File: src/rtl/mcu_pkg.sv
// Shared encodings for the MCU sequencer and the mux array it steers.
// The state codes are decoded directly by MUX_ARRAY, so they must not change.
package mcu_pkg;

   typedef enum logic [1:0] {
      ST_LOAD = 2'b00,
      ST_RUN  = 2'b01,
      ST_OUT  = 2'b10,
      ST_IDLE = 2'b11
   } mcu_state_t;

   // First memory of each write-back set (set 0 when substate=0, set 1 when substate=1).
   localparam int WB_BASE0 = 0;
   localparam int WB_BASE1 = 2;

endpackage

File: src/rtl/mcu_addr_delay.sv
// Fixed-depth shift register carrying {valid, address}.
// It aligns the BRAM write-back with the read address plus the convolver latency.
module mcu_addr_delay #(
   parameter int DEPTH = 3,
   parameter int AW    = 9
) (
   input  logic          clk,
   input  logic          srst,
   input  logic          in_valid,
   input  logic [AW-1:0] in_addr,
   output logic          out_valid,
   output logic [AW-1:0] out_addr
);

   genvar gi;
   generate
      for (gi = 0; gi < DEPTH; gi++) begin : g_stage
         logic          valid_reg;
         logic [AW-1:0] addr_reg;
         logic          valid_next;
         logic [AW-1:0] addr_next;

         if (gi == 0) begin : g_head
            assign valid_next = in_valid;
            assign addr_next  = in_addr;
         end else begin : g_link
            assign valid_next = g_stage[gi-1].valid_reg;
            assign addr_next  = g_stage[gi-1].addr_reg;
         end

         always_ff @(posedge clk) begin
            if (srst) begin
               valid_reg <= 1'b0;
               addr_reg  <= '0;
            end else begin
               valid_reg <= valid_next;
               addr_reg  <= addr_next;
            end
         end
      end
   endgenerate

   assign out_valid = g_stage[DEPTH-1].valid_reg;
   assign out_addr  = g_stage[DEPTH-1].addr_reg;

endmodule

File: src/rtl/mcu_sequencer.sv
// Per-stripe control FSM (LOAD -> RUN -> OUT) for the convolver memory mux array.
// Optional cycle counter output o_cycleCnt is built when MCU_CYCLE_CNT_EN is defined.
module mcu_sequencer
   import mcu_pkg::*;
#(
   parameter int N           = 2,
   parameter int BITS_IMAGEN = 11,
   parameter int IMG_WIDTH   = 440,
   parameter int BITS_ADDR   = $clog2(IMG_WIDTH),
   parameter int CONV_LAT    = 2
) (
   input  logic                        i_CLK,
   input  logic                        i_reset,
   input  logic                        i_start,
   input  logic                        i_lastStripe,
   input  logic                        i_inValid,
   output logic                        o_inReady,
   input  logic                        i_outReady,
   output logic                        o_outValid,
   output logic [1:0]                  o_state,
   output logic                        o_substate,
   output logic [$clog2(N+2)-1:0]      o_memSelect,
   output logic [BITS_ADDR-1:0]        o_rdAddr,
   output logic [BITS_ADDR-1:0]        o_wrAddr,
   output logic [N+1:0]                o_wrEn,
   output logic                        o_busy,
   output logic                        o_done
`ifdef MCU_CYCLE_CNT_EN
   ,
   output logic [31:0]                 o_cycleCnt
`endif
);

   localparam int NM      = N + 2;
   localparam int SW      = $clog2(NM);
   localparam int RUN_CYC = IMG_WIDTH + 1 + CONV_LAT;
   localparam int RCW     = $clog2(RUN_CYC);
   localparam logic [BITS_ADDR-1:0] ADDR_LAST = BITS_ADDR'(IMG_WIDTH - 1);

   generate
      if ((N < 2) || (N % 2 != 0) || (BITS_IMAGEN < 1)) begin : g_param_check
         $error("mcu_sequencer: N must be even and >= 2, BITS_IMAGEN >= 1");
      end
   endgenerate

   mcu_state_t         state_reg;
   logic               substate_reg;
   logic               first_reg;
   logic [SW-1:0]      mem_sel_reg;
   logic [BITS_ADDR-1:0] rd_addr_reg;
   logic [BITS_ADDR-1:0] wr_addr_reg;
   logic               in_ready_reg;
   logic               out_valid_reg;
   logic               busy_reg;
   logic               done_reg;
   logic               last_stripe_reg;
   logic [RCW-1:0]     run_cnt_reg;

   logic               srst;
   logic               in_hs;
   logic               out_hs;
   logic               out_last;
   logic               rd_active;
   logic [SW-1:0]      wb_base_sel;
   logic [SW-1:0]      next_base_sel;
   logic [SW-1:0]      load_end_sel;
   logic [SW-1:0]      out_end_sel;
   logic [SW-1:0]      out_sel_adv;
   logic [BITS_ADDR-1:0] out_addr_adv;
   logic [NM-1:0]      wb_mask;
   logic [NM-1:0]      load_we;
   logic               dly_valid;
   logic [BITS_ADDR-1:0] dly_addr;

   assign srst          = ~i_reset;
   assign in_hs         = (state_reg == ST_LOAD) && i_inValid && in_ready_reg;
   assign out_hs        = (state_reg == ST_OUT) && out_valid_reg && i_outReady;
   assign rd_active     = (state_reg == ST_RUN) && (run_cnt_reg < RCW'(IMG_WIDTH));
   assign wb_base_sel   = substate_reg ? SW'(WB_BASE1) : SW'(WB_BASE0);
   assign next_base_sel = substate_reg ? SW'(WB_BASE0) : SW'(WB_BASE1);
   assign load_end_sel  = first_reg ? SW'(NM - 1) : wb_base_sel + SW'(N - 1);
   assign out_end_sel   = wb_base_sel + SW'(N - 1);
   assign out_last      = (mem_sel_reg == out_end_sel) && (rd_addr_reg == ADDR_LAST);
   assign out_addr_adv  = (rd_addr_reg == ADDR_LAST) ? '0 : rd_addr_reg + BITS_ADDR'(1);
   assign out_sel_adv   = (rd_addr_reg == ADDR_LAST) ? mem_sel_reg + SW'(1) : mem_sel_reg;

   genvar gi;
   generate
      for (gi = 0; gi < NM; gi++) begin : g_we
         localparam bit IN_SET0 = (gi >= WB_BASE0) && (gi < WB_BASE0 + N);
         localparam bit IN_SET1 = (gi >= WB_BASE1) && (gi < WB_BASE1 + N);
         assign wb_mask[gi] = substate_reg ? IN_SET1 : IN_SET0;
         assign load_we[gi] = in_hs && (mem_sel_reg == SW'(gi));
      end
   endgenerate

   mcu_addr_delay #(
      .DEPTH (1 + CONV_LAT),
      .AW    (BITS_ADDR)
   ) u_wb_delay (
      .clk       (i_CLK),
      .srst      (srst),
      .in_valid  (rd_active),
      .in_addr   (rd_addr_reg),
      .out_valid (dly_valid),
      .out_addr  (dly_addr)
   );

   // OUT advances the read address in the handshake cycle itself, so the BRAM
   // output is replaced exactly once per accepted word and held during a stall.
   assign o_rdAddr    = (out_hs && !out_last) ? out_addr_adv : rd_addr_reg;
   assign o_memSelect = (out_hs && !out_last) ? out_sel_adv : mem_sel_reg;
   assign o_wrEn      = load_we | (((state_reg == ST_RUN) && dly_valid) ? wb_mask : '0);
   assign o_wrAddr    = (state_reg == ST_RUN) ? dly_addr : wr_addr_reg;
   assign o_state     = state_reg;
   assign o_substate  = substate_reg;
   assign o_inReady   = in_ready_reg;
   assign o_outValid  = out_valid_reg;
   assign o_busy      = busy_reg;
   assign o_done      = done_reg;

   always_ff @(posedge i_CLK) begin
      if (!i_reset) begin
         state_reg       <= ST_IDLE;
         substate_reg    <= 1'b0;
         first_reg       <= 1'b1;
         mem_sel_reg     <= '0;
         rd_addr_reg     <= '0;
         wr_addr_reg     <= '0;
         in_ready_reg    <= 1'b0;
         out_valid_reg   <= 1'b0;
         busy_reg        <= 1'b0;
         done_reg        <= 1'b0;
         last_stripe_reg <= 1'b0;
         run_cnt_reg     <= '0;
      end else begin
         done_reg <= 1'b0;
         case (state_reg)
            ST_IDLE: begin
               if (i_start) begin
                  state_reg    <= ST_LOAD;
                  in_ready_reg <= 1'b1;
                  busy_reg     <= 1'b1;
                  mem_sel_reg  <= first_reg ? '0 : wb_base_sel;
                  wr_addr_reg  <= '0;
               end
            end
            ST_LOAD: begin
               if (in_hs) begin
                  if (wr_addr_reg == ADDR_LAST) begin
                     wr_addr_reg <= '0;
                     if (mem_sel_reg == load_end_sel) begin
                        state_reg    <= ST_RUN;
                        in_ready_reg <= 1'b0;
                        run_cnt_reg  <= '0;
                        rd_addr_reg  <= '0;
                     end else begin
                        mem_sel_reg <= mem_sel_reg + SW'(1);
                     end
                  end else begin
                     wr_addr_reg <= wr_addr_reg + BITS_ADDR'(1);
                  end
               end
            end
            ST_RUN: begin
               run_cnt_reg <= run_cnt_reg + RCW'(1);
               if (rd_active) begin
                  rd_addr_reg <= (rd_addr_reg == ADDR_LAST) ? '0 : rd_addr_reg + BITS_ADDR'(1);
               end
               if (run_cnt_reg == RCW'(RUN_CYC - 1)) begin
                  state_reg       <= ST_OUT;
                  mem_sel_reg     <= wb_base_sel;
                  rd_addr_reg     <= '0;
                  out_valid_reg   <= 1'b0;
                  last_stripe_reg <= i_lastStripe;
               end
            end
            ST_OUT: begin
               if (!out_valid_reg) begin
                  out_valid_reg <= 1'b1;
               end else if (out_hs) begin
                  if (out_last) begin
                     out_valid_reg <= 1'b0;
                     rd_addr_reg   <= '0;
                     if (last_stripe_reg) begin
                        state_reg   <= ST_IDLE;
                        busy_reg    <= 1'b0;
                        done_reg    <= 1'b1;
                        mem_sel_reg <= '0;
                     end else begin
                        state_reg    <= ST_LOAD;
                        substate_reg <= ~substate_reg;
                        first_reg    <= 1'b0;
                        mem_sel_reg  <= next_base_sel;
                        wr_addr_reg  <= '0;
                        in_ready_reg <= 1'b1;
                     end
                  end else begin
                     rd_addr_reg <= out_addr_adv;
                     mem_sel_reg <= out_sel_adv;
                  end
               end
            end
            default: state_reg <= ST_IDLE;
         endcase
      end
   end

`ifdef MCU_CYCLE_CNT_EN
   logic [31:0] cycle_cnt_reg;

   always_ff @(posedge i_CLK) begin
      if (!i_reset) begin
         cycle_cnt_reg <= '0;
      end else if ((state_reg == ST_IDLE) && i_start) begin
         cycle_cnt_reg <= '0;
      end else if (busy_reg && (cycle_cnt_reg != 32'hFFFF_FFFF)) begin
         cycle_cnt_reg <= cycle_cnt_reg + 32'd1;
      end
   end

   assign o_cycleCnt = cycle_cnt_reg;
`endif

endmodule

File: config.mk
export PLATFORM = sky130hd
export DESIGN_NAME = mcu_sequencer
export DESIGN_NICKNAME = d
export VERILOG_FILES = /design/src/rtl/mcu_pkg.sv /design/src/rtl/mcu_addr_delay.sv /design/src/rtl/mcu_sequencer.sv
export SDC_FILE = /design/constraint.sdc
export NUM_CORES = 1
export LEC_CHECK = 0
export BUFFER_PORTS_ARGS = -buffer_cell sky130_fd_sc_hd__buf_2
export CAP_MARGIN = 0
export CORE_ASPECT_RATIO = 0.6
export CORE_MARGIN = 1
export CORE_UTILIZATION = 48
export DETAILED_ROUTE_END_ITERATION = 7
export GPL_ROUTABILITY_DRIVEN = 0
export PLACE_DENSITY = 0.73
export SYNTH_ARGS = -nofsm -noshare
export SYNTH_HDL_FRONTEND = slang
export SYNTH_SLANG_ARGS = --single-unit
File: constraint.sdc
create_clock -name i_CLK -period 2.55 [get_ports i_CLK]
set_input_delay 0.3825 -clock i_CLK [delete_from_list [all_inputs] [get_ports i_CLK]]
set_output_delay 0.3825 -clock i_CLK [all_outputs]
set_load 0.01 [all_outputs]
Word level (Yosys, flattened, before mapping) --
Index checks and enable logic that the tools add are counted.
Cells by class: $add $sub $neg 5, bitwise logic cells 3, reductions and logical operators 31, order comparisons 1, muxes and demuxes 70, equality and inequality tests 23
Operators by type and width (count):
- 9-bit two-way mux | 18
- 9-bit one-hot mux with 3 select lines | 2
- 2-bit two-way mux | 24
- 9-bit by 1-bit adder with 9-bit output (second input constant) | 3
- 9-bit equality test (second input constant) | 3
- 7-bit AND reduction | 3
- 1-bit two-way mux | 19
- 9-bit one-hot mux with 2 select lines | 1
- 2-bit != test (second input constant) | 8
- 2-bit one-hot mux with 4 select lines | 2
- 1-bit logical AND | 12
- 5-bit AND reduction | 2
- 9-bit < comparator (second input constant) | 1
- 9-bit AND reduction | 1
- 2-bit equality test (second input constant) | 4
- 8-bit AND reduction | 1
- 2-bit by 1-bit != test with 1-bit output (second input constant) | 3
- 6-bit AND reduction | 1
- 2-bit nonzero test | 3
- 3-bit nonzero test | 2
- 2-bit by 1-bit adder with 2-bit output (second input constant) | 2
- 2-bit by 1-bit equality test with 1-bit output (second input constant) | 2
- 2-bit equality test | 2
- 2-bit zero test | 2
- other kinds (9) | 12
Storage, ports and cells: bits in registers 68, output and inout port bits 31

Logic depth before layout (Yosys ltp) --
Gate-level depths: netlist of run 1.
depth after elaboration 8, mapped depth 8, gate-level depth less buffers 7

By module --
From an unflattened synthesis of run 1, not the netlist that was laid out.
Unflattened totals: cells, all modules 397, area total of the unflattened synthesis 3545.9 µm²
Modules (own cells, without submodules):
- mcu_sequencer | area an instance 2663.8 µm², cells an instance 334, times used 1, seq. area each 760.7 µm²
- mcu_addr_delay | area an instance 882.1 µm², cells an instance 63, times used 1, seq. area each 600.6 µm²

Worst setup path after synthesis of run 1 --
OpenSTA, ideal clock, no wires.
path kind register to output, start reg state_reg[1], in the netlist o_state[1], end out o_rdAddr[8], arrival time 1.941 ns, cell stages (with the launch flop) 6, setup slack 0.226 ns, cells stage by stage dfxtp_1 > ha_1 > clkbuf_1 > nand3_1 > a31oi_1 > mux2_2
Between the ends: longest elaborated chain between the ends 5
RTL lines:
- start, declared | line mcu_sequencer.sv:46 | mcu_state_t state_reg;
- start signal, assigned | line mcu_sequencer.sv:124 | state_reg <= ST_IDLE;
- start signal, assigned | line mcu_sequencer.sv:141 | state_reg <= ST_LOAD;
- start signal, assigned | line mcu_sequencer.sv:153 | state_reg <= ST_RUN;
- 2-bit equality test | line mcu_sequencer.sv:77 | assign out_hs = (state_reg == ST_OUT) && out_valid_reg && i_outReady;
- 1-bit logical AND (2 in a row) | line mcu_sequencer.sv:77
- 1-bit logical AND | line mcu_sequencer.sv:111 | assign o_rdAddr = (out_hs && !out_last) ? out_addr_adv : rd_addr_reg;
- 9-bit two-way mux | line mcu_sequencer.sv:111
- end, declared | line mcu_sequencer.sv:23 | output logic [BITS_ADDR-1:0] o_rdAddr,
Every way passes these cells.

Final worst setup path of run 1 --
start reg rd_addr_reg[3], end out o_rdAddr[8]
Between the ends: longest elaborated chain between the ends 5, elaborated cells on any way between the ends 7, those cells by class 1 x add/sub; 1 x eq/ne; 2 x mux; 3 x reduce/logical
RTL lines:
- start, declared | line mcu_sequencer.sv:50 | logic [BITS_ADDR-1:0] rd_addr_reg;
- start signal, assigned | line mcu_sequencer.sv:168 | rd_addr_reg <= (rd_addr_reg == ADDR_LAST) ? '0 : rd_addr_reg + BITS_ADDR'(1);
- start signal, assigned | line mcu_sequencer.sv:199 | rd_addr_reg <= out_addr_adv;
- parallel branches: the longest is 4 deep, another holds 9-bit by 1-bit adder with 9-bit output
- 9-bit two-way mux * | line mcu_sequencer.sv:111
Mark *: on every way between the ends.

==> impl_results.md, run 1 <==
* Status: finished, violations left
* Failing checks: design-rule violations
* FF-to-FF End: wr_addr_reg[8]
* Sequential area share after synthesis at 0.390
* Design Power at 3450 uW
* Final Hold Fails at 0
* Class of the most critical setup path: flip-flop to output pin
* CP Launch Type: flip-flop
* Rel. slew slack at 0.655
* Min-Delay Path Depth at 3
* Syn-to-layout area delta at 19.5%
* Post-cts hold buffer count at 0
* I/O pins at 37
* CTS tree: built
* DR vias at 3298
* Grt total ovfl at 0
* Hold Crit Class: primary input to flip-flop
* Final worst path period need at 2470 ps
* Worst Hold Launch: i_lastStripe
* Max-cap violations at 0
* Die span in y at 68.1 um
* Final instance area at 0.00418 mm2
* Chip width at 112 um
* Placed cells at 525
* Final net count at 468
* DR WL/cell at 17.0 um
* Reg clk slew, reported paths at 60 ps
* Commonest cells post-synth: dfxtp_1, nand2_1, nor2_1, and2_1, a21oi_1
* Reg2reg start: o_state[1]
* Tcrit/Tclk final at 0.968
* Vias in the first global route at 2940
* # port buffers at 36
* Asr flop ratio synth at 0
* Worst endpoint data arrival time at 2090 ps
* DR iter-0 viols at 355
* Total Routing Usage GR at 0.258
* Critical path capture point type: output pin
* Sink Count at 68
* DP HPWL at 6240 um
* DP Area at 0.00382 mm2
* Number of vias per cell at 6.10
* CTS root buf: clkbuf_16
* Worst reg-to-reg path cell count at 7
* Syn nets at 426
* Antenna diodes at 0
* Starting density of the core at 0.510
* Post-route insts no fill at 541
* Reg2Reg Setup Slack at 230 ps
* Clk_lat worst skew at 340 ps
* Crit path from: rd_addr_reg[3]
* Worst-path maximum fanout at 9
* Peak VDD IR at 379 uV
* Pleak at 0.00169 uW
* Largest net degree at the start of global routing at 26
* Primary FF master, synth: dfxtp_1
* Filler Cells Inserted at 602
* Hold Path Sink: last_stripe_reg
* Total negative slack at 0 ps
* Synth warn at 0
* DRT antenna net count at 0
* Worst Tran Pin Value at 518 ps
* DRC at 3
* Max reg flops at 18
* Post-synth EDFFs at 0
* RSZ-0062 raised after global routing: false
* Fin. max-slew vios at 0
* Core area at 0.00685 mm2
* Initial antenna violation count at 0
* Skew final at 6.89 ps
* TritonCTS Buffers at 9
* First-pass GRT wire length at 14900 um
* Synth Register Bits at 68
* Post-synth top area share at 0.390
* Core Rows at 23
* First drt pass iteration count at 7
* Max frequency at 405 MHz
* Area leader, netlist: dfxtp_1
* Worst Path Required at 2170 ps
* Synth area leaders: dfxtp_1, and2_1, ha_1
* H-tree lvl count at 3
* PwrDens at 826 mW/mm2
* Mapped Area at 0.00349 mm2
* Post-Route Utilization at 0.610
* Final setup fails at 0
* Syn_area_per_cell at 8.59 um2
* Fraction of layout cells with a size suffix above 1 at 0.218
* Die ar. at 0.00764 mm2
* Synth Instances at 407
* Longest Clk Path Bufs at 2
* Library cells used by synthesis at 60
* Top-count cell post-synth: dfxtp_1
* Final wirelength at 9170 um
## metal layers
metal	up-vias	wire length (um)	GRT usage
met3	15	802	0.0664
met4	0	109	0.102
met1	1545	4460	0.358
li1	1569	-	-
met2	169	3800	0.384
met5	-	0	0
## critical path: stages (launching register included)
cell,delay (ps)
dfxtp_1,480
inv_1,150
or3_1,360
o311ai_0,400
mux2_2,240
buf_2,120
## worst max-delay path by stage
| stage | to | slack [ps] | depth (start not counted) |
|---|---|---|---|
| finish | o_rdAddr[8] | 80 | 5 |
| global route | o_rdAddr[8] | 9 | 5 |
| CTS | o_rdAddr[4] | 30 | 7 |
| detailed placement | o_rdAddr[4] | 170 | 7 |
| global placement | o_rdAddr[4] | 270 | 7 |
| floorplan | o_rdAddr[8] | 230 | 5 |
## power breakdown
group / switching, uW / internal [uW] / leakage [uW]
logic: 602 / 359 / 0.000987
clock network: 493 / 791 / 0.000149
registers: 76.1 / 1130 / 0.000550
## what timing repair did
action / 4_1_cts / 5_1_grt
setup endpoints to repair: 9 / 9
pin swaps: 1 / 1
resized for setup: 6 / 4
setup buffers: 0 / 0
## stage by stage
| step | hold WS, ps | setup WS, ps |
|---|---|---|
| 2_1_floorplan | 412 | 226 |
| 3_3_place_gp | 415 | 270 |
| 3_5_place_dp | 417 | 170 |
| 4_1_cts | 288 | 34.9 |
| 5_1_grt | 334 | 8.71 |
| 6_report | 288 | 80.6 |
## area by class of cell
type / instances / area (um2) / area share
timing repair buffer: 54 / 315 / 0.0755
clock inverter: 6 / 72.6 / 0.0174
clock buffer: 10 / 239 / 0.0572
sequential: 68 / 1370 / 0.327
tap: 87 / 109 / 0.0261
multi-input combinational: 296 / 2000 / 0.479
inverter: 20 / 75.1 / 0.0180
## placed cells by master (no fill, tap or decap), drive strengths merged, types with 5 or more instances in the layout
cell type and count:
a31oi 7, and3 7, o31ai 5, nand2 38, ha 13, mux2 10, clkbuf 10, o21ai 26
and2 27, a21oi 21, xnor2 8, nor2 29, nand3 17, buf 54, o211ai 5, o41ai 6
inv 21, o311ai 11, dfxtp 68, or3 6
## kinds of logic after synthesis
group / share of synthesized area
AND/OR/NAND/NOR: 0.232
AO/OA/AOI/OAI: 0.222
flip-flops: 0.390
buffers and inverters: 0.0490
multiplexers: 0.0408
adder cells (fa/ha/maj): 0.0465
XOR/XNOR: 0.0201
Note: power is estimated with default switching activity, not from simulation.
==> inputs of run 2 (changes only) <==
- PLACE_DENSITY: 0.73 -> default
- PLACE_DENSITY_LB_ADDON: default -> 0.12
==> run 2 against run 1 <==
Against the previous run: the run still ends with design-rule violations left; clock skew shrank 3.6 ps; register-to-register slack worse by 80 ps; sequential cell count unchanged; maximum frequency grew 2.0%; non-clock buffer count rose by 1; clock-buffer cell count down 1; utilization increased by 0.73 points; combinational power up 2%; global-route usage shrank 0.61 points; via count shrank 2.0%; highest routed layer unchanged.
==> impl_results.md, run 2 (synthesized netlist as in run 1, its figures left out) <==
* # port buffers at 36 (unchanged)
* Most frequent cells in the layout: dfxtp_1, nand2_1, buf_2
* Tcrit/Tclk final at 0.950 (-0.0187)
* Antenna diodes at 0 (unchanged)
* Grt total ovfl at 0 (unchanged)
* CP Launch Type: flip-flop
* DP Area at 0.00384 mm2 (+0.52%)
* DR iter-0 viols at 376 (+5.9%)
* Final instance area at 0.00423 mm2 (+1.2%)
* Number of vias per cell at 5.96 (-2.2%)
* DR WL/cell at 17.0 um (about the same)
* Hold Crit Class: primary input to flip-flop
* Pleak at 0.00170 uW (+0.95%)
* First-pass GRT wire length at 14500 um (-2.5%)
* Final wirelength at 9190 um (+0.25%)
* Post-cts hold buffer count at 0 (unchanged)
* Chip width at 112 um (unchanged)
* Final worst path period need at 2420 ps (-47.8 ps)
* Fin. max-slew vios at 0 (unchanged)
* Skew final at 3.28 ps (-3.62 ps)
* Worst-path maximum fanout at 18 (+9)
* First drt pass iteration count at 7 (unchanged)
* Sink Count at 68 (unchanged)
* Clk_lat worst skew at 330 ps (about the same)
* CTS root buf: clkbuf_16
* Min-Delay Path Depth at 3 (unchanged)
* Setup bufs post-CTS at 0 (unchanged)
* Class of the most critical setup path: flip-flop to output pin
* Initial antenna violation count at 0 (unchanged)
* TritonCTS Buffers at 9 (unchanged)
* PwrDens at 835 mW/mm2 (+1.1%)
* Area occupied by multi-input gates at 0.00201 mm2 (+0.56%)
* Peak VDD IR at 415 uV (+9.3%)
* Syn-to-layout area delta at 20.9%
* Final net count at 469 (+0.21%)
* Worst Path Required at 2170 ps (about the same)
* Core area at 0.00685 mm2 (unchanged)
* Final Hold Fails at 0 (unchanged)
* Largest net degree at the start of global routing at 23 (-12%)
* DRT antenna net count at 0 (unchanged)
* Reg clk slew, reported paths at 50 ps (about the same)
* H-tree lvl count at 3 (unchanged)
* Commonest non-fill, non-tap cell in the layout: dfxtp_1
* DP HPWL at 6520 um (+4.4%)
* CTS tree: built
* Vias in the first global route at 2839 (-3.4%)
* Starting density of the core at 0.510 (unchanged)
* DRC at 2 (-1)
* Total Routing Usage GR at 0.252 (-0.00609)
* Final setup fails at 0 (unchanged)
* Filler Cells Inserted at 596 (-1.0%)
* Fraction of layout cells with a size suffix above 1 at 0.229 (+0.0105)
* Rel. slew slack at 0.667 (+0.0124)
* Failing checks: design-rule violations
* Total negative slack at 0 ps (unchanged)
* Longest Clk Path Bufs at 2 (unchanged)
* Die ar. at 0.00764 mm2 (unchanged)
* I/O pins at 37 (unchanged)
* Max-cap violations at 0 (unchanged)
* Worst Tran Pin Value at 499 ps (-19.1 ps)
* Critical path capture point type: output pin
* Max frequency at 413 MHz (+2.0%)
* Core Rows at 23 (unchanged)
* Worst endpoint data arrival time at 2040 ps (-50 ps)
* FF/Latch Area at 0.00137 mm2 (+0.18%)
* Die span in y at 68.1 um (unchanged)
* Status: finished, violations left
* RSZ-0062 raised after global routing: false
* DR vias at 3232 (-2.0%)
* Max reg flops at 18 (unchanged)
* Worst reg-to-reg path cell count at 7 (unchanged)
run 2: cell count changes in the layout (fill, tap and decap cells not counted), sizes merged:
cell    before  now
clkbuf      10    9
clkinv       3    2
inv         21   22
buf         54   55
bufinv       1    2
run 2: layout make-up:
| cell class | count | area share |
|---|---|---|
| Clock buffer | 9 | 0.0533 |
| Clock inverter | 7 | 0.0234 |
| Inverter | 20 | 0.0178 |
| Multi-Input combinational cell | 296 | 0.476 |
| Sequential cell | 68 | 0.324 |
| Tap cell | 87 | 0.0258 |
| Timing Repair Buffer | 55 | 0.0802 |
run 2: critical path: stages, from the launching register on:
cell and delay, ps:
dfxtp_4 390, ha_4 180, and4_4 250, nand2_4 60
buf_6 160, o21ai_2 160, buf_4 160, a21oi_1 40
o21ai_0 160, buf_2 160
run 2: timing repair:
item | in CTS | in global routing
gates resized for setup | 5 | 13
pin swaps | 0 | 0
setup endpoints to repair | 15 | 10
run 2: metal layers:
metal | vias up | routed length (um) | GRT usage | share of wire
met2 | 138 | 3760 | 0.367 | 0.41
li1 | 1576 | - | - | -
met4 | 0 | 102 | 0.0950 | 0.011
met1 | 1508 | 4600 | 0.359 | 0.50
met3 | 10 | 728 | 0.0602 | 0.079
met5 | - | 0 | 0 | 0
run 2: metrics by stage:
step	std cells	setup slack (ps)	hold WS [ps]	utilization	total power, uW
after floorplan	407	226	412	-	1810
after global placement	526	227	412	0.561	2150
after detailed placement	526	204	419	0.561	2170
after CTS	542	21.2	313	0.610	3510
after global routing	542	2.14	338	0.617	3690
final	542	128	319	0.617	3530
run 2: worst paths after layout:
kind | slack, ps | endpoint | start
setup / recovery | 130 | o_rdAddr[4] | rd_addr_reg[0]
hold / removal | 320 | last_stripe_reg | i_lastStripe
setup reg to reg | 150 | wr_addr_reg[8] | o_state[0]
hold reg to reg | 430 | u_wb_delay.out_addr[3] | u_wb_delay.g_stage[1].addr_reg[3]
run 2: power breakdown:
part           switching [uW]  internal (uW)  leakage, uW  total (uW)
clock                     471            861     0.000156        1330
combinational             603            376     0.000995         979
sequential               89.2           1130     0.000550        1220
==> inputs of run 3 (changes only) <==
- ABC_AREA: default -> 1
- CAP_MARGIN: 0 -> 20
- CORE_UTILIZATION: 48 -> 40
==> run 3 against run 2 <==
Against the previous run: the run now ends clean; hold slack gained 31 ps; setup slack improved by 39 ps; highest routed layer unchanged; maximum frequency rose by 1.7%; sequential cell count is the same; critical path depth grew 1; critical path type unchanged; clock-buffer cell count increased by 1; synthesized cell count rose by 30%.
==> impl_results.md, run 3 <==
* Status: finished, final reports clean
* Hold Crit Class: primary input to flip-flop
* DRC at 0 (-2)
* Core area at 0.00852 mm2 (+24%)
* Design Power at 3910 uW (+11%)
* Reg clk slew, reported paths at 60 ps (about the same)
* Worst endpoint data arrival time at 2000 ps (-40 ps)
* Pleak at 0.00202 uW (+18%)
* Xor/xnor share of the synthesized area at 0.0149 (-0.00515)
* Clk_lat worst skew at 330 ps (about the same)
* Final Hold Fails at 0 (unchanged)
* Final net count at 592 (+26%)
* Mux cell area share after synthesis at 0 (-0.0408)
* CTS tree: built
* I/O pins at 37 (unchanged)
* Commonest cells post-synth: nand2_1, inv_1, dfxtp_1, nand3_1, nor2_1
* Synth Register Bits at 68 (unchanged)
* H-tree lvl count at 3 (unchanged)
* Final wirelength at 9420 um (+2.4%)
* DP HPWL at 6980 um (+7.1%)
* Fraction of layout cells with a size suffix above 1 at 0.144 (-0.0850)
* # port buffers at 36 (unchanged)
* Reg2Reg Setup Slack at 500 ps (+350 ps)
* Tcrit/Tclk final at 0.934 (-0.0154)
* CP Launch Type: flip-flop
* Chip width at 123 um (+9.9%)
* Worst-path maximum fanout at 6 (-12)
* Synth area leaders: dfxtp_1, nand2_1, inv_1
* Synth Instances at 531 (+30%)
* Largest net degree at the start of global routing at 28 (+22%)
* First drt pass iteration count at 5 (-2)
* PwrDens at 932 mW/mm2 (+12%)
* Post-synth EDFFs at 0 (unchanged)
* Mapped Area at 0.00353 mm2 (+0.93%)
* Primary FF master, synth: dfxtp_1
* Post-cts hold buffer count at 0 (unchanged)
* Die ar. at 0.00921 mm2 (+21%)
* FF-to-FF End: wr_addr_reg[4]
* Sink Count at 68 (unchanged)
* Post-synth top area share at 0.386 (-0.00359)
* Die span in y at 74.7 um (+9.8%)
* Max reg flops at 18 (unchanged)
* Area leader, netlist: dfxtp_1
* Peak VDD IR at 467 uV (+13%)
* Final worst path period need at 2380 ps (-39.4 ps)
* Library cells used by synthesis at 29 (-52%)
* Critical path capture point type: output pin
* RSZ-0062 raised after global routing: true
* Class of the most critical setup path: flip-flop to output pin
* Compound-Gate Fraction of Synth Area at 0.117 (-0.105)
* Reg2reg start: o_state[1]
* Syn_area_per_cell at 6.64 um2 (-23%)
* Synth Area in Adders at 0.0461 (-0.000429)
* Worst setup path end: o_rdAddr[8]
* Skew final at 7.74 ps (+4.47 ps)
* DRT antenna net count at 0 (unchanged)
* Worst reg-to-reg path cell count at 11 (+4)
* Antenna diodes at 0 (unchanged)
* Worst Tran Pin Value at 715 ps (+216 ps)
* Simple-gate portion of the synthesized area at 0.328 (+0.0954)
* Max-cap violations at 0 (unchanged)
* Most frequent cells in the layout: nand2_1, inv_1, dfxtp_1
* Total Routing Usage GR at 0.219 (-0.0327)
* TritonCTS Buffers at 9 (unchanged)
* Number of vias per cell at 4.97 (-17%)
* Syn nets at 550 (+29%)
* Min-Delay Path Depth at 3 (unchanged)
* Top-count cell post-synth: nand2_1
* Rel. slew slack at 0.523 (-0.144)
* Sequential area share after synthesis at 0.386 (-0.00359)
* Worst Path Required at 2170 ps (about the same)
* CTS root buf: clkbuf_16
* DR WL/cell at 13.6 um (-20%)
* Fin. max-slew vios at 0 (unchanged)
* Commonest non-fill, non-tap cell in the layout: nand2_1
* Grt total ovfl at 0 (unchanged)
* Main combinational cell family by area after synthesis: simple AND/OR/NAND/NOR gates
* DR vias at 3429 (+6.1%)
* Longest Clk Path Bufs at 2 (unchanged)
* Crit path from: rd_addr_reg[0]
* Final setup fails at 0 (unchanged)
* Max frequency at 420 MHz (+1.7%)
* First-pass GRT wire length at 15200 um (+4.8%)
* DR iter-0 viols at 362 (-3.7%)
* Asr flop ratio synth at 0 (unchanged)
* Syn-to-layout area delta at 18.9%
* Synth warn at 0 (unchanged)
* Starting density of the core at 0.414 (-0.0964)
* Post-Route Utilization at 0.492 (-0.125)
* Vias in the first global route at 3070 (+8.1%)
* Initial antenna violation count at 0 (unchanged)
* Core Rows at 26 (+13%)
-- run 3: cell types whose count changed after synthesis, moves of 7 or more --
cell / change
a21oi_1: +10
nand2_1: +119
and2_1: -27
and3_1: -7
a31oi_1: -7
o311ai_1: -8
clkbuf_1: -14
inv_1: +56
mux2_2: -10
nor2_1: +16
nand3_1: +29
-- run 3: through the flow --
| stage | instance area [um2] | std cells | setup TNS, ps | worst slack (ps) | hold WS (ps) |
|---|---|---|---|---|---|
| floorplan | 3530 | 531 | 0 | 408 | 390 |
| global placement | 3840 | 674 | 0 | 364 | 403 |
| detailed placement | 3840 | 674 | 0 | 281 | 404 |
| CTS | 4180 | 690 | 0 | 16.8 | 341 |
| global route | 4200 | 690 | -19.5 | -19.5 | 396 |
| finish | 4200 | 690 | 0 | 168 | 350 |
-- run 3: cells by family (layout without fill, tap and decap cells) --
logic type      after synthesis  count (layout)
simple gates                273             273
buf+inv                      95             142
compound gates               76              76
flops                        68              68
fa+ha+maj                    13              13
xor+xnor                      6               6
-- run 3: worst min-delay path by stage --
stage	startpoint	end	slack (ps)
finish	i_lastStripe	last_stripe_reg	350
global route	i_reset	first_reg	400
CTS	i_lastStripe	last_stripe_reg	340
detailed placement	u_wb_delay.g_stage[1].addr_reg[5]	u_wb_delay.out_addr[5]	400
global placement	u_wb_delay.g_stage[0].addr_reg[5]	u_wb_delay.g_stage[1].addr_reg[5]	400
floorplan	u_wb_delay.g_stage[0].addr_reg[0]	u_wb_delay.g_stage[1].addr_reg[0]	390
-- run 3: worst max-delay path, stage by stage, from the launching register on --
cell and delay [ps]:
dfxtp_2 370, ha_1 190, nand2_1 90, nor2_1 250, nand3_1 150, inv_1 100
a21oi_1 60, nor2_1 210, nand2_1 80, nand2_1 60, buf_2 120
-- run 3: repair_timing --
action                                  4_1_cts  5_1_grt
pin swaps                                     0        1
setup buffers                                 0        0
resized for setup                             1        9
endpoints found under the setup margin        6       11
-- run 3: routing by layer --
metal / GRT usage / part of all wire / vias to the layer above
met1: 0.335 / 0.52 / 1543
met2: 0.281 / 0.38 / 116
met5: 0 / 0 / -
li1: - / - / 1757
met3: 0.0705 / 0.085 / 13
met4: 0.0696 / 0.011 / 0
-- run 3: final cells by class --
class	instances	area (um2)
fillers	857	4330
multi-input cells	368	1800
repair buffers	46	255
flip-flops and latches	68	1370
inverters	80	300
clock buffers	10	239
well taps	112	140
clock inverters	6	95.1
-- run 3: report_power, final --
part,internal (uW),switching [uW]
registers,1140,90.0
clock network,892,478
logic,392,915
